===== config.mk =====
export PLATFORM = sky130hd
export DESIGN_NAME = decode_issue_stage
export DESIGN_NICKNAME = d
export VERILOG_FILES = /design/src/rtl/decode_issue_stage.sv
export SDC_FILE = /design/constraint.sdc
export NUM_CORES = 1
export LEC_CHECK = 0
export BUFFER_PORTS_ARGS = -buffer_cell sky130_fd_sc_hd__buf_2
export CAP_MARGIN = 5
export CELL_PAD_IN_SITES_DETAIL_PLACEMENT = 1
export CELL_PAD_IN_SITES_GLOBAL_PLACEMENT = 1
export CORE_ASPECT_RATIO = 1.5
export CORE_MARGIN = 4
export CORE_UTILIZATION = 40
export CTS_BUF_LIST = sky130_fd_sc_hd__clkbuf_8
export CTS_CLUSTER_DIAMETER = 80
export DETAILED_ROUTE_END_ITERATION = 8
export GPL_TIMING_DRIVEN = 0
export PLACE_DENSITY_LB_ADDON = 0.1
export SYNTH_ARGS = -nofsm -noshare
export SYNTH_HDL_FRONTEND = slang
export SYNTH_SLANG_ARGS = --single-unit

===== constraint.sdc =====
create_clock -name clk -period 5.1 [get_ports clk]
set_input_delay 1.275 -clock clk [delete_from_list [all_inputs] [get_ports clk]]
set_output_delay 1.275 -clock clk [all_outputs]
set_load 0.05 [all_outputs]

===== src/rtl/decode_issue_stage.sv =====
// decode_issue_stage: decode-to-execute issue stage of the RV32 pipeline.
// Holds one decoded instruction in decode latch A and presents its register
// fields (lookahead) one cycle ahead to the register file and hazard unit.
// Operands are picked from forwarded or register-file data, and the
// instruction is launched into the E register under a valid/ready handshake.
// Optional feature: define ISSUE_SKID_EN to add a one-entry skid register
// behind the E output, which removes the combinational ready_E -> ready_out
// path. Without the macro the E register is loaded directly from latch A.

module decode_issue_stage #(
    parameter int CTRL_W = 16
) (
    input  logic              clk,
    input  logic              rst,
    input  logic              valid_in,
    output logic              ready_out,
    input  logic [31:0]       pc_in,
    input  logic [31:0]       imm_in,
    input  logic [4:0]        rs1_in,
    input  logic [4:0]        rs2_in,
    input  logic [4:0]        rd_in,
    input  logic [4:0]        type_in,
    input  logic              load_in,
    input  logic [CTRL_W-1:0] ctrl_in,
    output logic [4:0]        rs1_D,
    output logic [4:0]        rs2_D,
    output logic [4:0]        type_D,
    input  logic [31:0]       rf_rdata1,
    input  logic [31:0]       rf_rdata2,
    input  logic              stall_D,
    input  logic [31:0]       forward_rs1,
    input  logic [31:0]       forward_rs2,
    input  logic              valid_forward_rs1,
    input  logic              valid_forward_rs2,
    input  logic              flush,
    output logic              valid_E,
    input  logic              ready_E,
    output logic [31:0]       pc_E,
    output logic [31:0]       imm_E,
    output logic [31:0]       op1_E,
    output logic [31:0]       op2_E,
    output logic [4:0]        rd_E,
    output logic [4:0]        type_E,
    output logic              load_E,
    output logic [CTRL_W-1:0] ctrl_E
);

    // Decode latch A
    logic              a_valid;
    logic              a_stall_q;
    logic [31:0]       a_pc;
    logic [31:0]       a_imm;
    logic [4:0]        a_rs1;
    logic [4:0]        a_rs2;
    logic [4:0]        a_rd;
    logic [4:0]        a_type;
    logic              a_load;
    logic [CTRL_W-1:0] a_ctrl;

    logic              acc;
    logic              issue;
    logic              e_can_load;
    logic [31:0]       op1_sel;
    logic [31:0]       op2_sel;

`ifdef ISSUE_SKID_EN
    // Skid entry behind E, filled when an issue meets a stalled E
    logic              skid_valid;
    logic [31:0]       skid_pc;
    logic [31:0]       skid_imm;
    logic [31:0]       skid_op1;
    logic [31:0]       skid_op2;
    logic [4:0]        skid_rd;
    logic [4:0]        skid_type;
    logic              skid_load;
    logic [CTRL_W-1:0] skid_ctrl;

    // E can take an issue whenever the skid entry is free (registered signal)
    assign e_can_load = ~skid_valid;
`else
    // E can take an issue when it is empty or draining this cycle
    assign e_can_load = ~valid_E | ready_E;
`endif

    // Handshake terms; ready is held low while reset is asserted
    assign issue     = a_valid & ~a_stall_q & ~flush & e_can_load;
    assign ready_out = rst & ~flush & (~a_valid | issue);
    assign acc       = valid_in & ready_out;

    // Lookahead fields: the incoming instruction wins, then latch A, else 0
    always_comb begin
        rs1_D  = 5'd0;
        rs2_D  = 5'd0;
        type_D = 5'd0;
        if (acc) begin
            rs1_D  = rs1_in;
            rs2_D  = rs2_in;
            type_D = type_in;
        end else if (a_valid) begin
            rs1_D  = a_rs1;
            rs2_D  = a_rs2;
            type_D = a_type;
        end
    end

    // Operand select: forward beats regfile, x0 reads 0, no-rs2 types get 0
    always_comb begin
        op1_sel = 32'h0;
        op2_sel = 32'h0;
        if (valid_forward_rs1) begin
            op1_sel = forward_rs1;
        end else if (a_rs1 != 5'd0) begin
            op1_sel = rf_rdata1;
        end
        if (a_type[2:0] == 3'b000) begin
            if (valid_forward_rs2) begin
                op2_sel = forward_rs2;
            end else if (a_rs2 != 5'd0) begin
                op2_sel = rf_rdata2;
            end
        end
    end

    // Latch A: load on accept, empty on issue, registered stall verdict
    always_ff @(posedge clk) begin
        if (!rst) begin
            a_valid   <= 1'b0;
            a_stall_q <= 1'b0;
            a_pc      <= 32'h0;
            a_imm     <= 32'h0;
            a_rs1     <= 5'd0;
            a_rs2     <= 5'd0;
            a_rd      <= 5'd0;
            a_type    <= 5'd0;
            a_load    <= 1'b0;
            a_ctrl    <= '0;
        end else if (flush) begin
            a_valid   <= 1'b0;
            a_stall_q <= 1'b0;
        end else begin
            a_stall_q <= stall_D & (acc | a_valid);
            if (acc) begin
                a_valid <= 1'b1;
                a_pc    <= pc_in;
                a_imm   <= imm_in;
                a_rs1   <= rs1_in;
                a_rs2   <= rs2_in;
                a_rd    <= rd_in;
                a_type  <= type_in;
                a_load  <= load_in;
                a_ctrl  <= ctrl_in;
            end else if (issue) begin
                a_valid <= 1'b0;
            end
        end
    end

`ifdef ISSUE_SKID_EN
    // E register plus skid entry: skid captures issues while E is held,
    // and refills E ahead of any newer instruction to keep ordering
    always_ff @(posedge clk) begin
        if (!rst) begin
            valid_E    <= 1'b0;
            pc_E       <= 32'h0;
            imm_E      <= 32'h0;
            op1_E      <= 32'h0;
            op2_E      <= 32'h0;
            rd_E       <= 5'd0;
            type_E     <= 5'd0;
            load_E     <= 1'b0;
            ctrl_E     <= '0;
            skid_valid <= 1'b0;
            skid_pc    <= 32'h0;
            skid_imm   <= 32'h0;
            skid_op1   <= 32'h0;
            skid_op2   <= 32'h0;
            skid_rd    <= 5'd0;
            skid_type  <= 5'd0;
            skid_load  <= 1'b0;
            skid_ctrl  <= '0;
        end else if (flush) begin
            valid_E    <= 1'b0;
            skid_valid <= 1'b0;
        end else if (valid_E & ~ready_E) begin
            if (issue) begin
                skid_valid <= 1'b1;
                skid_pc    <= a_pc;
                skid_imm   <= a_imm;
                skid_op1   <= op1_sel;
                skid_op2   <= op2_sel;
                skid_rd    <= a_rd;
                skid_type  <= a_type;
                skid_load  <= a_load;
                skid_ctrl  <= a_ctrl;
            end
        end else if (skid_valid) begin
            valid_E    <= 1'b1;
            pc_E       <= skid_pc;
            imm_E      <= skid_imm;
            op1_E      <= skid_op1;
            op2_E      <= skid_op2;
            rd_E       <= skid_rd;
            type_E     <= skid_type;
            load_E     <= skid_load;
            ctrl_E     <= skid_ctrl;
            skid_valid <= 1'b0;
        end else if (issue) begin
            valid_E <= 1'b1;
            pc_E    <= a_pc;
            imm_E   <= a_imm;
            op1_E   <= op1_sel;
            op2_E   <= op2_sel;
            rd_E    <= a_rd;
            type_E  <= a_type;
            load_E  <= a_load;
            ctrl_E  <= a_ctrl;
        end else if (valid_E & ready_E) begin
            valid_E <= 1'b0;
        end
    end
`else
    // E register: capture on issue, empty after a handshake with no refill
    always_ff @(posedge clk) begin
        if (!rst) begin
            valid_E <= 1'b0;
            pc_E    <= 32'h0;
            imm_E   <= 32'h0;
            op1_E   <= 32'h0;
            op2_E   <= 32'h0;
            rd_E    <= 5'd0;
            type_E  <= 5'd0;
            load_E  <= 1'b0;
            ctrl_E  <= '0;
        end else if (flush) begin
            valid_E <= 1'b0;
        end else if (issue) begin
            valid_E <= 1'b1;
            pc_E    <= a_pc;
            imm_E   <= a_imm;
            op1_E   <= op1_sel;
            op2_E   <= op2_sel;
            rd_E    <= a_rd;
            type_E  <= a_type;
            load_E  <= a_load;
            ctrl_E  <= a_ctrl;
        end else if (valid_E & ready_E) begin
            valid_E <= 1'b0;
        end
    end
`endif

endmodule


======== Word level (Yosys, flattened, before mapping) ========
Index checks and enable logic that the tools add are counted.
storage, ports and cells
  flip-flop bits (word level) ............. 259
  input bits .............................. 237
  word-level logic and storage cells ...... 58
cells by class
  multiplexer cells ....................... 15
  bitwise logic cells ..................... 16
  reduce and logical (&&, ||, !) cells .... 8
operators by type and width
  operator            number
  $mux W32            5
  $mux W5             6
  $reduce_bool A5 Y1  2
  $and A1 B1 Y1       8
  $not A1 Y1          5
  $mux W1             4
  $reduce_and A2 Y1   2
  $reduce_bool A2 Y1  2
  $logic_not A3 Y1    1
  $or A1 B1 Y1        3
  $reduce_or A2 Y1    1

======== Depth between registers and ports, before layout ========
Gate-level depths: netlist (run 1).
  word-level depth ........................ 9
  mapped depth ............................ 7
  mapped depth without buffers ............ 3

======== Worst setup path before layout (run 1) ========
Ideal clock, no wire load.
  kind .................................... input -> output
  start point ............................. in ready_E
  end point ............................... out ready_out
  data arrival time ....................... 2841 ps
  required time ........................... 3825 ps
  slack ................................... 984 ps
  stages on the path ...................... 6
  cell sequence ........................... nand2b_1 -> buf_2 -> buf_2 -> clkbuf_1 -> nand2_1 -> a21oi_1
between the ends
  word-level cells in the longest chain between the ends .. 4
ends and longest elaborated chain
  item                RTL line  RTL
  start: declaration  37        input logic ready_E,
  $or A1 B1 Y1        82        assign e_can_load = ~valid_E | ready_E;
  $and A1 B1 Y1       86        assign issue = a_valid & ~a_stall_q & ~flush & e_can_load;
  $or A1 B1 Y1        87        assign ready_out = rst & ~flush & (~a_valid | issue);
  $and A1 B1 Y1       87
  end: declaration    16        output logic ready_out,
No other way between the ends.

======== Worst setup path in the final report (run 1) ========
  start point ............................. in ready_E
  end point ............................... out rs2_D[0]
between the ends
  word-level cells in the longest chain between the ends .. 6
ends and longest elaborated chain
  item              RTL line  RTL
  $or A1 B1 Y1      82
  $and A1 B1 Y1     86
  $or A1 B1 Y1      87
  $and A1 B1 Y1     87
  $and A1 B1 Y1     88        assign acc = valid_in & ready_out;
  $mux W5           95        if (acc) begin
  end: declaration  26        output logic [4:0] rs2_D,
No other way between the ends.

==> results of run 1 <==
## layer usage
| layer | vias to the layer above | wire, um |
|---|---|---|
| met5 | - | 52 |
| met4 | 8 | 1910 |
| met3 | 120 | 2850 |
| met2 | 350 | 21300 |
| met1 | 5218 | 14900 |
| li1 | 5276 | - |
## power groups by stage
stage / Combinational, mW / Sequential [mW] / Clock (mW)
2_1_floorplan: 0.260 / 2.23 / 0
3_3_place_gp: 0.532 / 2.17 / 0
3_5_place_dp: 0.544 / 2.17 / 0
4_1_cts: 0.546 / 2.13 / 1.86
5_1_grt: 0.589 / 2.14 / 1.94
6_report: 0.540 / 2.13 / 1.82
## metrics by stage
step	power [mW]	setup slack, ns
after CTS	4.53	0.598
after global placement	2.70	0.621
final	4.49	0.585
after floorplan	2.49	0.984
after global routing	4.67	0.463
after detailed placement	2.72	0.609
## logic make-up (layout without fill, tap and decap cells)
kind of cell	Yosys count	in the layout	synth area share, %
buffers and inverters	227	706	8.90
flip-flops	259	259	47.4
AND/OR/NAND/NOR	305	305	13.0
multiplexers	133	133	12.2
other	0	8	0
AO/OA/AOI/OAI	334	334	18.6
## tightest hold or removal path, delay by kind of cell (launching register included)
family | cells | cell delay (ns)
AND/OR/NAND/NOR | 1 | 0.05
flip-flops | 1 | 0.31
multiplexers | 1 | 0.05
## cell type report
type / count / area share [%]
Sequential cell: 259 / 36.4
Multi-Input combinational cell: 772 / 33.6
Timing Repair Buffer: 406 / 14.3
Clock buffer: 55 / 5.31
Buffer: 123 / 4.09
Tap cell: 337 / 2.96
Inverter: 104 / 2.74
Clock inverter: 18 / 0.597
Antenna cell: 8 / 0.140
## placed cells by master, fill, tap and decap left out, drive strengths merged
master / Yosys / routed
buf: 60 / 466
dfxtp: 259 / 259
nand2: 137 / 137
mux2i: 133 / 133
a21oi: 127 / 127
o21ai: 125 / 125
clkbuf: 63 / 118
inv: 103 / 114
nand3: 91 / 91
nor2b: 34 / 34
a311oi: 32 / 32
nor3: 32 / 32
a32o: 32 / 32
a22o: 15 / 15
diode: 0 / 8
clkinv: 1 / 6
nor2: 4 / 4
nand2b: 2 / 2
clkinvlp: 0 / 2
o2111a: 1 / 1
o41a: 1 / 1
o2111ai: 1 / 1
nor3b: 1 / 1
or3b: 1 / 1
or4: 1 / 1
nor4: 1 / 1
or4b: 1 / 1
## worst min-delay path by stage
stage / start / cells after the start / to / slack (ns)
floorplan: a_ctrl[0] / 2 / a_ctrl[0] / 0.44
global placement: a_ctrl[14] / 2 / a_ctrl[14] / 0.45
detailed placement: a_imm[5] / 2 / a_imm[5] / 0.45
CTS: a_imm[5] / 2 / imm_E[5] / 0.46
global route: a_pc[31] / 2 / a_pc[31] / 0.48
finish: a_imm[5] / 2 / a_imm[5] / 0.46
## state kept, by name, indices dropped and copies added (netlist names)
register,cells
valid_E,1
a_pc,32
op2_E,32
rd_E,5
a_imm,32
ctrl_E,16
a_load,1
imm_E,32
a_ctrl,16
pc_E,32
a_rs1,5
type_E,5
a_rs2,5
load_E,1
a_valid,1
a_stall_q,1
op1_E,32
a_type,5
a_rd,5
==> results by group, run 1 <==
Place
  • Gpl congestion: about 0.8
  • Cells after DPL: around 2,000
  • Placed Area: ~13,000 um^2
  • Hpwl dp: 31,400 um
  • PortBufs: 406

Critical path
  • Setup crit end kind: primary output
  • Reg2Reg Launch Point: a_valid
  • Slowest stage delay, CP: roughly 0.52 ns
  • Critical path fanouts, max: 10
  • Worst reg2reg setup slack: about 3.0 ns
  • CP cell instances: buf_2 -> nor2b_1 -> buf_2 -> o41a_1 -> clkbuf_1 -> a22o_1 -> buf_2
  • Worst Setup Start Kind: primary input
  • R2r endpoint: pc_E[10]
  • End of the critical path: rs2_D[0]
  • CP top delay family: buffers and inverters
  • Worst setup path start: ready_E
  • Critical Path Stages: 7
  • Critical path class: in2out
  • WP buf/inv: 4
  • Worst path required time: 3.83 ns
  • Slowest-stage cell, CP: clkbuf_1
  • Cells on worst reg2reg path: 6
  • Crit path arrival time: between 3 and 4 ns
  • Most used cell, CP: buf_2

Power
  • Clock network fraction of total power: 40.5%
  • Peak supply drop: 0.000221 V
  • Leakage: roughly 7.1 nW
  • Switching share of power: ~28%
  • P_int: about 3.2 mW
  • Cell Pwr Density: roughly 310 nW/um^2
  • Share of total power in combinational logic: a little under an eighth
  • Sequential share of power: 47.5%
  • Switch Pwr: 1.24 mW

Logic synthesis
  • Async set-reset flop share out of synthesis: 0%
  • Main synth FF type: dfxtp_1
  • Synth warn: 0
  • Synth area leaders: dfxtp_1 47%, mux2i_1 12%, a21oi_1 5.8%
  • Synth Instances: 1,258
  • Synth cell types: 31
  • Netlist Area Pre-Place: between 10,000 and 15,000 um^2
  • Share of the synthesized area in the top cell type: a little under half
  • Post-synthesis net count: 1,495
  • Sequential area share after synthesis: between 40% and 50%
  • Avg Cell Area, Syn: approximately 8.7 um^2
  • Top cells by count, synth: 259 x dfxtp_1, 137 x nand2_1, 133 x mux2i_1
  • Most numerous cell in the Yosys netlist: dfxtp_1
  • Cell taking the most area after synthesis: dfxtp_1
  • Synthesized flop and latch total: 259
  • Post-synth EDFFs: 0

STA
  • Fin Setup TNS: 0 ns
  • Fin crit period: between 4 and 5 ns
  • Hold Violations, Final: 0
  • RSZ-0062 raised after global routing: no
  • Setup violations, final: 0
  • Worst Skew: between 0.02 and 0.025 ns
  • Post-route clock period utilization: between 80% and 90%
  • Final Max Tran Viols: 0
  • Worst Tran Pin Value: approximately 0.72 ns
  • Relative slew slack: 51.9%
  • Hold WS: about 0.46 ns
  • Fmax: about 0.22 GHz

CTS
  • Setup Buffers After CTS: 0
  • CTS tree: done
  • Clock tree root driver cell: clkbuf_8
  • Clock sink total: 259
  • Clock transition at the registers of the reported paths: approximately 0.070 ns
  • CTS Hold Bufs: 0
  • H-tree depth: 2
  • Num CTS Buffers: a little over 40
  • Clock Latency Late Sink: around 0.57 ns
  • Post_cts resized: 0
  • Clk buf depth: 3

Final layout
  • Layout Nets: 1,944
  • Syn-to-layout area delta: 30.3%
  • Post-route cell area: about 14,000 um^2
  • Utilization after layout: a little over half
  • Non-Filler Instances: roughly 2,100
  • Fraction of layout cells with a size suffix above 1: 30.3%
  • Register Area: 5180 um^2
  • Fill count: around 3,400
  • Footprint of the multi-input gates: approximately 4800 um^2

Floorplan
  • Die Wd: 143 um
  • Die ar.: between 30,000 and 40,000 um^2
  • Starting density of the core: 40.9%
  • Ports: ~400
  • Row count: 73
  • Core box area: 26,800 um^2
  • Chip height: between 200 and 250 um

GRT
  • GRT met2 Usage: between 40% and 50%
  • Total grt overflow: 0
  • Largest net degree at the start of global routing: 11
  • Grt met1 use: 27.6%
  • Met3 usage: under 10%
  • Vias in the first global route: approximately 12,000
  • First-pass GRT wire length: roughly 62,000 um
  • Initial antenna violation count: 10
  • Overall routing resource usage: between 20% and 30%
  • GR peak layer: met2

Worst hold path
  • Hold Path Class: reg2reg

Drt
  • Iter 0 DRT Violations: approximately 360
  • Vias per inst: between 5 and 6
  • ANT nets after route: 0
  • Vias: about 11,000
  • DR WL/cell: slightly below 20 um
  • Pre-antenna DRT Iters: 4
  • WL final: 41,000 um
  • Post-route DRC violation count: 0

Outcome
  • Status: completed

Flow run
  • Max_cap viols: 0
Note: power is estimated with default switching activity, not from simulation.
==> run 2: changes to the inputs <==
--- a/config.mk
+++ b/config.mk
@@ -5,16 +5,15 @@
 export SDC_FILE = /design/constraint.sdc
 export NUM_CORES = 1
 export LEC_CHECK = 0
-export BUFFER_PORTS_ARGS = -buffer_cell sky130_fd_sc_hd__buf_2
 export CAP_MARGIN = 5
 export CELL_PAD_IN_SITES_DETAIL_PLACEMENT = 1
 export CELL_PAD_IN_SITES_GLOBAL_PLACEMENT = 1
-export CORE_ASPECT_RATIO = 1.5
-export CORE_MARGIN = 4
-export CORE_UTILIZATION = 40
+export CORE_AREA = 4 4 156 158
 export CTS_BUF_LIST = sky130_fd_sc_hd__clkbuf_8
 export CTS_CLUSTER_DIAMETER = 80
 export DETAILED_ROUTE_END_ITERATION = 8
+export DIE_AREA = 0 0 160 162
+export DONT_BUFFER_PORTS = 1
 export GPL_TIMING_DRIVEN = 0
 export PLACE_DENSITY_LB_ADDON = 0.1
 export SYNTH_ARGS = -nofsm -noshare
==> results by group, run 2 (synthesized netlist as in run 1, its figures left out) <==
Outcome
  • Status: completed

Floorplan
  • Chip height: about 160 um
  • Row count: 56
  • Ports: ~410
  • Die Wd: 160 um
  • Starting density of the core: 47.3%
  • Die ar.: approximately 26,000 um^2
  • Core box area: ~23,000 um^2

STA
  • Fin Setup TNS: 0 ns
  • Hold Violations, Final: 0
  • Fin crit period: 4.77 ns
  • Fmax: roughly 0.21 GHz
  • Setup violations, final: 0
  • Worst Skew: between 0.02 and 0.025 ns
  • Final Max Tran Viols: 0
  • PnR worst setup slack: ~0.33 ns
  • RSZ-0062 raised after global routing: no
  • Worst Tran Pin Value: about 1.2 ns
  • Post-route clock period utilization: approximately 94%
  • Relative slew slack: approximately 18%

Place
  • PortBufs: 0
  • Placed Area: 11,300 um^2
  • Gpl congestion: ~0.78
  • Hpwl dp: ~29,000 um
  • Place WS: 0.331 ns

Power
  • Clock network fraction of total power: a little over two fifths
  • Cell Pwr Density: between 300 and 400 nW/um^2
  • Switch Pwr: between 1 and 1.5 mW
  • Switching share of power: about a quarter
  • Sequential share of power: approximately half
  • Peak supply drop: about 0.00019 V
  • P_int: roughly 3.3 mW
  • Share of total power in combinational logic: around 7.7%
  • Leakage: 5.27 nW

GRT
  • Initial antenna violation count: 5
  • First-pass GRT wire length: between 50,000 and 60,000 um
  • GRT met2 Usage: ~50%
  • Largest net degree at the start of global routing: 12
  • Vias in the first global route: 9,845
  • Met3 usage: 11.6%
  • Grt met1 use: slightly above 30%
  • Overall routing resource usage: between 20 and 30%
  • Total grt overflow: 0
  • GR peak layer: met2

Worst hold path
  • Hold_sp: a_imm[7]
  • Hold Path Class: reg2reg

CTS
  • Clock Latency Late Sink: 0.55 ns
  • CTS tree: done
  • Clock transition at the registers of the reported paths: around 0.06 ns
  • Setup Buffers After CTS: 0
  • H-tree depth: 2
  • Clock tree root driver cell: clkbuf_8
  • Clock sink total: 259
  • Clk buf depth: 3
  • Num CTS Buffers: 44
  • Post_cts resized: 0
  • CTS Hold Bufs: 0

Critical path
  • End of the critical path: ready_out
  • Critical path fanouts, max: 10
  • Setup crit end kind: primary output
  • Slowest-stage cell, CP: a21oi_1
  • Crit path arrival time: ~3.5 ns
  • Worst Setup Start Kind: primary input
  • Most used cell, CP: buf_2
  • Worst path required time: roughly 3.8 ns
  • Cells on worst reg2reg path: 6
  • Worst setup path start: ready_E
  • Slowest stage delay, CP: slightly below 1 ns
  • Worst reg2reg setup slack: between 2 and 3 ns
  • Critical path class: in2out
  • CP cell instances: nand2b_1 -> buf_2 -> buf_2 -> clkbuf_1 -> nand2_1 -> a21oi_1
  • Reg2Reg Launch Point: valid_E
  • R2r endpoint: op2_E[22]

Final layout
  • Syn-to-layout area delta: 11.9%
  • Most common cell after layout, fill and taps aside: dfxtp_1
  • Post-route cell area: between 10,000 and 15,000 um^2
  • Layout Nets: approximately 1,500
  • Commonest non-fill, non-tap cells in the layout: 259 x dfxtp_1, 137 x nand2_1, 133 x mux2i_1, 126 x a21oi_1, 116 x inv_1
  • Fraction of layout cells with a size suffix above 1: a little under a tenth
  • Fill count: 2,742

Drt
  • Post-route DRC violation count: 0
  • Iter 0 DRT Violations: 483
  • Pre-antenna DRT Iters: 5
  • Vias: approximately 9,400
  • DR WL/cell: 23.4 um
  • Vias per inst: approximately 5.8
  • WL final: about 38,000 um
  • ANT nets after route: 0

Flow run
  • Max_cap viols: 0
==> run 2: final cells by class <==
type                            count  area, um^2  area share, %
Buffer                            123         583           4.76
Inverter                          104         390           3.19
Multi-Input combinational cell    772        4780           39.1
Sequential cell                   259        5180           42.3
Tap cell                          290         363           2.96
Antenna cell                        4        10.0         0.0817
Clock buffer                       60         826           6.74
Clock inverter                     18         104          0.848
==> run 2: stage by stage <==
step | hold WS, ns | total power [mW] | utilization [%] | cells
floorplan | 0.438 | 2.49 | - | 1258
global placement | 0.446 | 2.59 | 48.9 | 1548
detailed placement | 0.455 | 2.60 | 48.9 | 1548
CTS | 0.466 | 4.52 | 52.9 | 1626
global route | 0.481 | 4.67 | 52.9 | 1628
finish | 0.459 | 4.48 | 53.0 | 1630
==> run 2: power groups by stage <==
| stage | logic [mW] | clock network [mW] | registers [mW] |
|---|---|---|---|
| floorplan | 0.260 | 0 | 2.23 |
| global placement | 0.337 | 0 | 2.25 |
| detailed placement | 0.345 | 0 | 2.25 |
| CTS | 0.347 | 1.97 | 2.21 |
| global route | 0.383 | 2.07 | 2.21 |
| finish | 0.344 | 1.93 | 2.21 |
==> run 2: per-layer routing <==
| metal | vias to the layer above | share of wire (%) | wire (um) |
|---|---|---|---|
| li1 | 4462 | - | - |
| met1 | 4514 | 37 | 14200 |
| met2 | 334 | 50 | 19000 |
| met3 | 64 | 9.9 | 3790 |
| met4 | 2 | 2.8 | 1060 |
| met5 | - | 0.018 | 7 |
==> run 2: worst max-delay path, delay by kind of cell <==
kind / cells / cell delay (ns)
buffers and inverters: 3 / 1.02
AO/OA/AOI/OAI: 1 / 0.98
AND/OR/NAND/NOR: 2 / 0.21
==> run 2: worst min path at each step <==
stage / to / slack [ns] / depth (start not counted)
final: imm_E[7] / 0.46 / 2
after global routing: a_pc[19] / 0.48 / 2
after CTS: imm_E[23] / 0.47 / 2
after detailed placement: a_imm[23] / 0.45 / 2
after global placement: a_rd[2] / 0.45 / 2
after floorplan: a_ctrl[0] / 0.44 / 2
==> run 3: changes to the inputs <==
--- a/config.mk
+++ b/config.mk
@@ -15,7 +15,7 @@
 export DIE_AREA = 0 0 160 162
 export DONT_BUFFER_PORTS = 1
 export GPL_TIMING_DRIVEN = 0
-export PLACE_DENSITY_LB_ADDON = 0.1
+export PLACE_DENSITY_LB_ADDON = 0.12
 export SYNTH_ARGS = -nofsm -noshare
 export SYNTH_HDL_FRONTEND = slang
 export SYNTH_SLANG_ARGS = --single-unit
==> results by group, run 3 (synthesized netlist as in run 1, its figures left out) <==
STA
  • Worst Tran Pin Value: between 1 and 1.5 ns
  • Worst Skew: approximately 0.032 ns
  • Final Max Tran Viols: 0
  • Setup violations, final: 0
  • Fin Setup TNS: 0 ns
  • Relative slew slack: between 20% and 30%
  • Post-route clock period utilization: 91.6%
  • Fmax: 0.214 GHz
  • Hold Violations, Final: 0
  • Fin crit period: around 4.7 ns
  • RSZ-0062 raised after global routing: no

Place
  • PortBufs: 0
  • Placed Area: 11,300 um^2
  • Hpwl dp: approximately 28,000 um
  • Cells after DPL: around 1,500
  • Gpl congestion: approximately 0.8

Critical path
  • Critical path fanouts, max: 10
  • End of the critical path: type_D[1]
  • Critical path class: reg2out
  • Worst path required time: 3.83 ns
  • WP buf/inv: 2
  • CP top delay family: compound AO/OA/AOI/OAI gates
  • Reg2Reg Launch Point: valid_E
  • Critical Path Stages: 5
  • Crit path arrival time: about 3.4 ns
  • Slowest-stage cell, CP: dfxtp_1
  • CP cell instances: nor2b_1 -> buf_2 -> o41a_1 -> clkbuf_1 -> a22o_1
  • Slowest stage delay, CP: around 0.74 ns
  • Worst reg2reg setup slack: between 2 and 3 ns
  • R2r endpoint: op2_E[22]
  • Worst Setup Start Kind: register
  • Worst setup path start: valid_E
  • Cells on worst reg2reg path: 6
  • Setup crit end kind: primary output

Floorplan
  • Chip height: between 150 and 200 um
  • Ports: 409
  • Row count: between 50 and 60
  • Die Wd: between 150 and 200 um
  • Core box area: around 23,000 um^2
  • Die ar.: roughly 26,000 um^2
  • Starting density of the core: between 40 and 50%

Drt
  • Pre-antenna DRT Iters: 4
  • Vias: 9,369
  • WL final: approximately 38,000 um
  • ANT nets after route: 0
  • Iter 0 DRT Violations: 470
  • Vias per inst: 5.75
  • Post-route DRC violation count: 0
  • DR WL/cell: 23.1 um

CTS
  • Num CTS Buffers: 44
  • Clock sink total: 259
  • CTS Hold Bufs: 0
  • Clock Latency Late Sink: roughly 0.56 ns
  • Post_cts resized: 0
  • Clock tree root driver cell: clkbuf_8
  • Setup Buffers After CTS: 0
  • Clock transition at the registers of the reported paths: 0.06 ns
  • H-tree depth: 2
  • Clk buf depth: 3
  • CTS tree: done

Power
  • Leakage: 5.26 nW
  • Peak supply drop: about 0.00021 V
  • Total power draw: between 4 and 5 mW
  • Cell Pwr Density: 360 nW/um^2

Final layout
  • Post-route cell area: between 10,000 and 15,000 um^2
  • Layout Nets: approximately 1,500
  • Fraction of layout cells with a size suffix above 1: 8.84%
  • Fill count: between 2,000 and 3,000
  • Most common cell after layout, fill and taps aside: dfxtp_1
  • Footprint of the multi-input gates: between 4000 and 5000 um^2
  • Commonest non-fill, non-tap cells in the layout: 259 x dfxtp_1, 137 x nand2_1, 133 x mux2i_1, 126 x a21oi_1, 120 x inv_1
  • Utilization after layout: 52.7%
  • Non-Filler Instances: 1,629
  • Syn-to-layout area delta: 11.3%
  • Register Area: ~5200 um^2

GRT
  • GR peak layer: met2
  • Total grt overflow: 0
  • Initial antenna violation count: 4
  • Overall routing resource usage: about 28%
  • Largest net degree at the start of global routing: 13
  • Vias in the first global route: approximately 9,900
  • First-pass GRT wire length: roughly 56,000 um
  • Met3 usage: between 10% and 20%
  • Grt met1 use: between 20% and 30%
  • GRT met2 Usage: approximately 50%

Worst hold path
  • WHS Path Cells: 2
  • Hold Path Class: reg2reg

Flow run
  • Max_cap viols: 0

Outcome
  • Status: completed
## run 3: final cells by class
type                            instances  share of cell area (%)
Sequential cell                       259                    42.6
Multi-Input combinational cell        772                    39.3
Clock buffer                           56                    6.33
Buffer                                123                    4.79
Inverter                              104                    3.20
Tap cell                              290                    2.98
Clock inverter                         21                   0.791
Antenna cell                            4                  0.0822
## run 3: worst min path at each step
stage,start,endpoint,slack [ns]
floorplan,a_ctrl[0],a_ctrl[0],0.44
global placement,a_rd[1],a_rd[1],0.45
detailed placement,a_imm[22],a_imm[22],0.45
CTS,a_pc[29],pc_E[29],0.44
global route,a_pc[29],pc_E[29],0.46
finish,a_pc[29],pc_E[29],0.44
## run 3: routing by layer
metal	vias up	wire, um
li1	4464	-
met1	4477	13500
met2	362	18900
met3	66	4090
met4	0	1140
met5	-	0
## run 3: power breakdown
part           internal, mW  total (mW)  switching (mW)
Sequential             2.09        2.21           0.116
Clock                 0.987        1.83           0.847
Combinational         0.117       0.341           0.223
Total                  3.20        4.38            1.19
## run 3: worst register-to-register path, cell delays in order, from the launching register on
cell	delay, ns
dfxtp_1	0.74
nor2b_1	0.21
buf_2	0.27
buf_4	0.26
clkbuf_1	0.41
nor3_1	0.13
a32o_1	0.22
## run 3: through the flow
step | setup WS (ns) | hold WS [ns]
after floorplan | 0.984 | 0.438
after global placement | 0.434 | 0.446
after detailed placement | 0.404 | 0.452
after CTS | 0.392 | 0.444
after global routing | 0.285 | 0.462
final | 0.428 | 0.439
